===== config.mk =====
export PLATFORM = sky130hd
export DESIGN_NAME = psum_bram_accum_ctrl
export DESIGN_NICKNAME = d
export VERILOG_FILES = /design/src/rtl/psum_ctrl_pkg.sv /design/src/rtl/psum_acc_adder.sv /design/src/rtl/psum_bram_accum_ctrl.sv
export SDC_FILE = /design/constraint.sdc
export NUM_CORES = 1
export LEC_CHECK = 0
export CAP_MARGIN = 20
export CORE_ASPECT_RATIO = 0.5
export CORE_MARGIN = 4
export CORE_UTILIZATION = 29
export CTS_BUF_LIST = sky130_fd_sc_hd__clkbuf_4
export CTS_CLUSTER_SIZE = 25
export DETAILED_ROUTE_END_ITERATION = 8
export PLACE_DENSITY = 0.56
export SLEW_MARGIN = 20
export SYNTH_ARGS = -nofsm -noshare
export SYNTH_HDL_FRONTEND = slang
export SYNTH_SLANG_ARGS = --single-unit

===== constraint.sdc =====
create_clock -name clk -period 3.25 [get_ports clk]
set_input_delay 0.325 -clock clk [delete_from_list [all_inputs] [get_ports clk]]
set_output_delay 0.325 -clock clk [all_outputs]
set_load 0.02 [all_outputs]

===== src/rtl/psum_ctrl_pkg.sv =====
// psum_ctrl_pkg: FSM state encoding and word-to-byte address shift for the psum BRAM controller.
package psum_ctrl_pkg;
   localparam logic [2:0] S_IDLE = 3'd0;
   localparam logic [2:0] S_RD   = 3'd1;
   localparam logic [2:0] S_WR   = 3'd2;
   localparam logic [2:0] S_CLR  = 3'd3;
   localparam logic [2:0] S_HOLD = 3'd4;
   localparam int BYTE_SHIFT = 2;
endpackage


===== src/rtl/psum_acc_adder.sv =====
// psum_acc_adder: combinational signed adder; saturates at signed max/min when PSUM_ACC_SAT_EN is defined,
// otherwise wraps modulo 2^W.
module psum_acc_adder #(
   parameter int W = 32
) (
   input  logic [W-1:0] a,
   input  logic [W-1:0] b,
   output logic [W-1:0] y
);
`ifdef PSUM_ACC_SAT_EN
   logic [W:0] s;
   assign s = {a[W-1], a} + {b[W-1], b};
   // Top two bits differ only on overflow; s[W] then carries the true sign.
   assign y = (s[W] != s[W-1]) ? {s[W], {(W-1){~s[W]}}} : s[W-1:0];
`else
   assign y = a + b;
`endif
endmodule


===== src/rtl/psum_bram_accum_ctrl.sv =====
// psum_bram_accum_ctrl: read-modify-write psum accumulator and range clearer for one BRAM port,
// with PS hand-over hold; optional saturation via PSUM_ACC_SAT_EN.
module psum_bram_accum_ctrl
   import psum_ctrl_pkg::*;
#(
   parameter int DATA_WIDTH = 32,
   parameter int ADDR_WIDTH = 32,
   parameter int NUM_BYTE   = 4,
   parameter int REG_WIDTH  = 32,
   parameter int IDX_WIDTH  = 12
) (
   input  logic                  clk,
   input  logic                  rst,
   input  logic [REG_WIDTH-1:0]  i_conf_ctrl,
   input  logic                  i_psum_valid,
   input  logic                  i_psum_first,
   input  logic [IDX_WIDTH-1:0]  i_psum_addr,
   input  logic [DATA_WIDTH-1:0] i_psum_data,
   output logic                  o_psum_ready,
   input  logic                  i_clr_start,
   input  logic [IDX_WIDTH-1:0]  i_clr_base,
   input  logic [IDX_WIDTH:0]    i_clr_len,
   output logic                  o_clr_done,
   output logic                  o_busy,
   output logic [ADDR_WIDTH-1:0] mem_addr,
   output logic [DATA_WIDTH-1:0] mem_idat,
   input  logic [DATA_WIDTH-1:0] mem_odat,
   output logic [NUM_BYTE-1:0]   mem_wren,
   output logic                  mem_enb,
   output logic                  mem_rst
);
   logic [2:0]            state, nxt, fin;
   logic [IDX_WIDTH-1:0]  idx;
   logic [DATA_WIDTH-1:0] dat, sum;
   logic [IDX_WIDTH:0]    cnt;
   logic                  first, hold, acc, last, wr, unused;

   assign unused = ^{i_conf_ctrl[REG_WIDTH-1:3], i_conf_ctrl[1:0]};

   psum_acc_adder #(.W(DATA_WIDTH)) u_add (.a(dat), .b(mem_odat), .y(sum));

   always_comb begin
      hold = i_conf_ctrl[2];
      o_psum_ready = !rst && state == S_IDLE && !hold && !i_clr_start;
      acc = o_psum_ready && i_psum_valid;
      last = cnt[IDX_WIDTH:1] == '0;
      fin = hold ? S_HOLD : S_IDLE;
      nxt = state == S_IDLE ? (hold ? S_HOLD : i_clr_start ? S_CLR :
                               acc ? (i_psum_first ? S_WR : S_RD) : S_IDLE) :
            state == S_RD   ? S_WR :
            state == S_CLR  ? (last ? fin : S_CLR) : fin;
      wr = state == S_WR || (state == S_CLR && cnt != '0);
      mem_enb = wr || state == S_RD;
      mem_wren = {NUM_BYTE{wr}};
      mem_addr = mem_enb ? (ADDR_WIDTH'(idx) << BYTE_SHIFT) : '0;
      mem_idat = state == S_WR ? (first ? dat : sum) : '0;
      mem_rst = 1'b0;
      o_clr_done = state == S_CLR && last;
      o_busy = state != S_IDLE && state != S_HOLD;
   end

   always_ff @(posedge clk or posedge rst)
      if (rst) begin
         state <= S_IDLE;
         idx   <= '0;
         dat   <= '0;
         cnt   <= '0;
         first <= 1'b0;
      end else begin
         state <= nxt;
         if (state == S_IDLE && !hold && i_clr_start) begin
            idx <= i_clr_base;
            cnt <= i_clr_len;
         end else if (acc) begin
            idx   <= i_psum_addr;
            dat   <= i_psum_data;
            first <= i_psum_first;
         end else if (state == S_CLR) begin
            idx <= idx + IDX_WIDTH'(1);
            cnt <= cnt - (IDX_WIDTH + 1)'(1);
         end
      end
endmodule


* Word-level counts from Yosys, hierarchy flattened
Cells that the tools add are included. Widths: inputs -> output; s select.
Operators by class: add/sub/neg operators 3, eq/ne operators 5, muxes and demuxes 18, bitwise gates (word level) 1, reduce and logical (&&, ||, !) cells 22
Operators by type and width (count):
- $mux 32 | 2
- $mux 13 | 3
- $mux 12 | 3
- $add 32x32->32 | 1
- $mux 3 | 6
- $mux 14 | 1
- $reduce_bool 13->1 | 1
- $sub 13x1->13 const B | 1
- $add 12x1->12 const B | 1
- $logic_not 12->1 | 1
- $logic_and 1x1->1 | 9
- $eq 3x2->1 const B | 2
- $mux 2 | 3
- $reduce_bool 3->1 | 2
- $reduce_and 2->1 | 2
- $eq 3x1->1 const B | 1
- $logic_not 1->1 | 3
- $logic_not 3->1 | 1
- $ne 3x3->1 const B | 1
- $logic_or 1x1->1 | 2
- $ne 2x1->1 const B | 1
- $reduce_bool 2->1 | 1
- $not 1->1 | 1
Storage, ports and cells: register bits after elaboration 61, input port bits 138, output and inout bits 73, logic and storage cells 54

* Depth between registers and ports, before layout
word-level depth 9, depth in mapped cells 9, depth with buffers taken out 9

* Modules after synthesis
Synthesis repeated with hierarchy kept, for this count alone.
Unflattened totals: cell total of the unflattened synthesis 758, area total of the unflattened synthesis 5930.7 um2
By module, submodules not included:
- psum_bram_accum_ctrl | instances 1, cells each 483, area each 3885.0 um2, seq. area each 1526.5 um2
- psum_acc_adder | instances 1, cells each 275, area each 2045.7 um2, seq. area each 0.0 um2

* Worst setup path before layout
Ideal clock, no wire load.
path type register to output, start point reg dat[0], end point out mem_idat[26], data arrival time 2730 ps, required time 2925 ps, slack 195 ps, cell stages (with the launch flop) 10, path buffers 0, path through dfrtp_1 ha_1 fa_1 a21o_1 a221o_2 a221oi_2 a21oi_1 a21oi_1 xor2_1 o21ai_0
On the way: cells in the longest elaborated chain, start to end 3
Ends and longest elaborated chain:
- start, declared | RTL line psum_bram_accum_ctrl.sv:34 | logic [DATA_WIDTH-1:0] dat, sum;
- start signal, assigned | RTL line psum_bram_accum_ctrl.sv:76 | dat <= i_psum_data;
- $add 32x32->32 | RTL line psum_acc_adder.sv:16 | assign y = a + b;
- $mux 32 (2 in a row) | RTL line psum_bram_accum_ctrl.sv:56 | mem_idat = state == S_WR ? (first ? dat : sum) : '0;
- end, declared | RTL line psum_bram_accum_ctrl.sv:26 | output logic [DATA_WIDTH-1:0] mem_idat,
Every way passes these cells.

* Final worst setup path
start point reg dat[0], end point out mem_idat[30]
The elaborated chain is that of the path after synthesis.

==> summary.txt <==
Power and ir drop
  – Sequential share of power: 34.0%
  – Net Sw Frac: 40.5%
  – Comb pwr share: 48.3%
  – Static leakage: 3.69 nW
  – Switching power: 1.30 mW
  – PD cells: 394 mW/mm^2
  – VDD IR max: 0.000401 V
  – Clock power frac: 17.7%
  – Cell-internal power: 1.91 mW

Routing
  – Post-DRT Antenna Nets: 0
  – First-iteration detailed-routing DRC count: 283
  – Post-route DRC violation count: 0
  – Initial DRT Pass Iterations: 4
  – Via count: 5788
  – Via density: 4.93
  – DR WL/cell: 16.2 microns
  – Routed WL: 19.1 mm

Yosys
  – Area leader, netlist: dfrtp_1
  – Synth unique cells: 65
  – Area contributors post-synth: dfrtp_1 28%, a21oi_1 8.1%, ha_1 7.5%
  – Top FF cell, synth: dfrtp_1
  – Async SR Flop Fraction: 100%
  – Sequential fraction of the synthesis area: 27.9%
  – Synth top area share: 27.9%
  – Post-synthesis average cell area: 8.03 sq um
  – Yosys warns: 0
  – Yosys reg bits: 61
  – Gate Count Post-Synth: 681
  – EDFF count, synth: 0
  – Post-synth design cell area: 0.00547 sq mm

Worst setup path
  – Startpoint types: flop
  – CP Capture Type: output pin
  – Critical Path Slowest Stage Cell: a221o_2
  – Setup CP Type: flop to output pin
  – Crit path DAT: 2.99 ns
  – R2R cell count: 8
  – Worst R2R Start: state[2]$_DFF_PP0_
  – CP max stage delay: 0.41 ns
  – Cell chain of the critical path: ha_2 -> fa_2 -> a21o_1 -> a221o_2 -> a221oi_4 -> a21oi_4 -> o221ai_2 -> xnor2_1 -> o21ai_1 -> buf_4
  – Worst Path Required: 2.92 ns
  – CP top delay family: compound AO/OA/AOI/OAI gates
  – Flop2flop setup slack: 0.94 ns
  – Reg2Reg Capture Point: idx[2]$_DFFE_PP0P_
  – Crit Path Max Fanout: 3
  – Crit path buffers/inverters: 1

Cells and area
  – Finished Cell Area: 0.00815 sq mm
  – P&R area growth vs syn: 49.0%
  – Share of cells above drive strength 1: 24.0%
  – Util after Layout: 44.2%
  – Diodes inserted: 0
  – Final #Nets: 1081

CTS
  – TritonCTS clock tree: yes
  – Max clock buf depth: 2
  – Hold-fix buffers at CTS: 0
  – Clock sinks: 61
  – Worst-path clk slew: 0.13 ns
  – H-tree levels: 3
  – Worst-Skew Late Latency: 0.42 ns
  – TritonCTS Buffers: 9
  – Root buffer cell: clkbuf_4

Die
  – Number of placement rows: 35
  – Die area: 0.0213 sq mm
  – Core area: 0.0184 sq mm
  – Die Y: 105 microns
  – Initial Util: 29.7%
  – Ports: 211
  – Die width: 202 microns

GRT
  – Largest net degree at the start of global routing: 31
  – Initial antenna violation count: 0
  – First-pass GRT wire length: 30.5 mm
  – Gr ovfl total: 0
  – Vias in the first global route: 5859
  – All-Layer GR Usage: 17.3%

Timing
  – Clk_skew: 0.0233 ns
  – Min Hold Slack: 0.409 ns
  – Setup TNS: -0.243 ns
  – Minimum clock period: 3.32 ns
  – Slew HR: 48.2%
  – Slew Limit Fails: 0
  – Endpoints failing setup: 6
  – Worst Setup Slack, final: -0.0662 ns
  – Final cycle utilization of the critical path: 102%
  – Final Hold Viols: 0
  – FMAX: 0.302 GHz
  – Worst Tran Pin Value: 0.776 ns
  – RSZ-0062 raised after global routing: true

Job
  – # Max-Cap Violations: 0

Place
  – Post-detail-place hpwl: 15.1 mm
  – Post-DP Area: 0.00782 sq mm
  – Port bufs: 158
  – RePlAce Congestion: 0.899

Min path
  – Hold Path Class: primary input to async pin

Status
  – Status: finished with violations
  – Failing checks: setup timing
==> area by class of cell <==
cell class              instances  area [sq um]
clock buffers                  10          75.1
repair buffers                257          2250
clock inverters                 6          63.8
flip-flops and latches         61          1530
multi-input cells             565          3850
well taps                     259           324
inverters                      15          56.3
fillers                      1900         10300
==> worst register-to-register path, stage by stage, from the launching register on <==
cell and delay (ns):
dfrtp_1 0.40, buf_4 0.18, nor4_2 0.28, nor3b_2 0.27, nand2_2 0.31, buf_4 0.35, a211oi_1 0.24, a21oi_1 0.08
a21oi_1 0.15
==> worst max path at each step <==
stage	slack (ns)	to	depth (start not counted)	from
3_5_place_dp	-0.63	mem_idat[26]	11	mem_odat[0]
4_1_cts	-0.17	mem_idat[30]	10	dat[0]$_DFFE_PP0P_
5_1_grt	-0.20	mem_idat[28]	10	dat[0]$_DFFE_PP0P_
6_report	-0.07	mem_idat[30]	10	dat[0]$_DFFE_PP0P_
3_3_place_gp	-0.62	mem_idat[26]	11	mem_odat[0]
2_1_floorplan	0.20	mem_idat[26]	9	dat[0]$_DFFE_PP0P_
==> cell usage after synthesis (2+ instances only) <==
cell       n
and3_1     3
xnor2_1   22
mux2i_1    3
ha_1      33
buf_4     27
a221oi_2   2
clkbuf_1  23
nand3_1    7
and4_1     3
dfrtp_1   61
nand2_1   95
o21ai_1    4
o22ai_1    6
buf_2      8
nor2_1    60
nand2b_1   2
a31oi_1    5
o211ai_1   5
a21oi_1   89
or3_1      3
xor2_1    19
o21ai_0   39
o21a_1     3
nand4_1   14
a211oi_1  14
inv_1     14
nor4_1    11
and2_1    10
nor2b_1    2
o31ai_1    3
buf_1      2
nor3_1     5
a21o_1    14
o221ai_1   2
mux2_2    34
o21bai_1   5
==> cell families (layout without fill, tap and decap cells) <==
kind of cell / count (synthesis) / in the layout / share of synthesized area [%]
flip-flops: 61 / 61 / 27.9
AO/OA/AOI/OAI: 205 / 205 / 23.2
adder cells (fa/ha/maj): 34 / 34 / 7.91
buffers and inverters: 75 / 288 / 7.18
other: 1 / 21 / 0.0686
XOR/XNOR: 41 / 41 / 6.56
multiplexers: 37 / 37 / 7.55
AND/OR/NAND/NOR: 227 / 227 / 19.6
==> cell usage in the layout (no fill, tap or decap), types with 4 or more instances in the layout <==
| master | n |
|---|---|
| clkdlybuf4s50_1 | 130 |
| buf_4 | 105 |
| nand2_1 | 94 |
| a21oi_1 | 79 |
| dfrtp_1 | 61 |
| nor2_1 | 60 |
| mux2_2 | 34 |
| ha_1 | 30 |
| o21ai_0 | 28 |
| xnor2_1 | 21 |
| conb_1 | 21 |
| xor2_1 | 18 |
| o21ai_1 | 15 |
| a21o_1 | 14 |
| nand4_1 | 14 |
| a211oi_1 | 13 |
| inv_1 | 13 |
| nor4_1 | 11 |
| and2_1 | 10 |
| clkbuf_4 | 10 |
| buf_2 | 9 |
| o22ai_1 | 6 |
| nand3_1 | 6 |
| a21oi_2 | 6 |
| buf_6 | 6 |
| o211ai_1 | 5 |
| a31oi_1 | 4 |
| a21oi_4 | 4 |
| clkbuf_2 | 4 |
==> what timing repair did <==
action,in CTS,in global routing
gates resized for setup,136,42
endpoints found under the setup margin,37,39
buffers inserted,4,2
hold endpoints to repair,0,0
pin swaps,24,18
==> routing by layer <==
| metal | track usage [%] | part of all wire (%) | up-vias |
|---|---|---|---|
| met2 | 28.9 | 48 | 132 |
| met3 | 2.70 | 3.7 | 14 |
| li1 | - | - | 2870 |
| met5 | 0 | 0 | - |
| met4 | 3.10 | 1.0 | 0 |
| met1 | 24.0 | 47 | 2772 |
==> stage by stage <==
step           power, mW  worst slack (ns)  cells
4_1_cts             3.25            -0.168   1171
3_3_place_gp        2.61            -0.617   1151
5_1_grt             3.48            -0.204   1173
3_5_place_dp        2.64            -0.628   1151
2_1_floorplan       2.04             0.195    701
6_report            3.21           -0.0662   1173
==> power by group through the flow <==
stage	combinational, mW	sequential [mW]	clock, mW
floorplan	0.996	1.05	0
detailed placement	1.53	1.10	0
finish	1.55	1.09	0.569
global route	1.73	1.12	0.625
global placement	1.51	1.10	0
CTS	1.56	1.09	0.601
==> state kept, by name (all words and copies together), names as in the netlist <==
register  count
dat          32
cnt          13
idx          12
state         3
first         1
No activity file was read; power rests on OpenSTA's default activity.
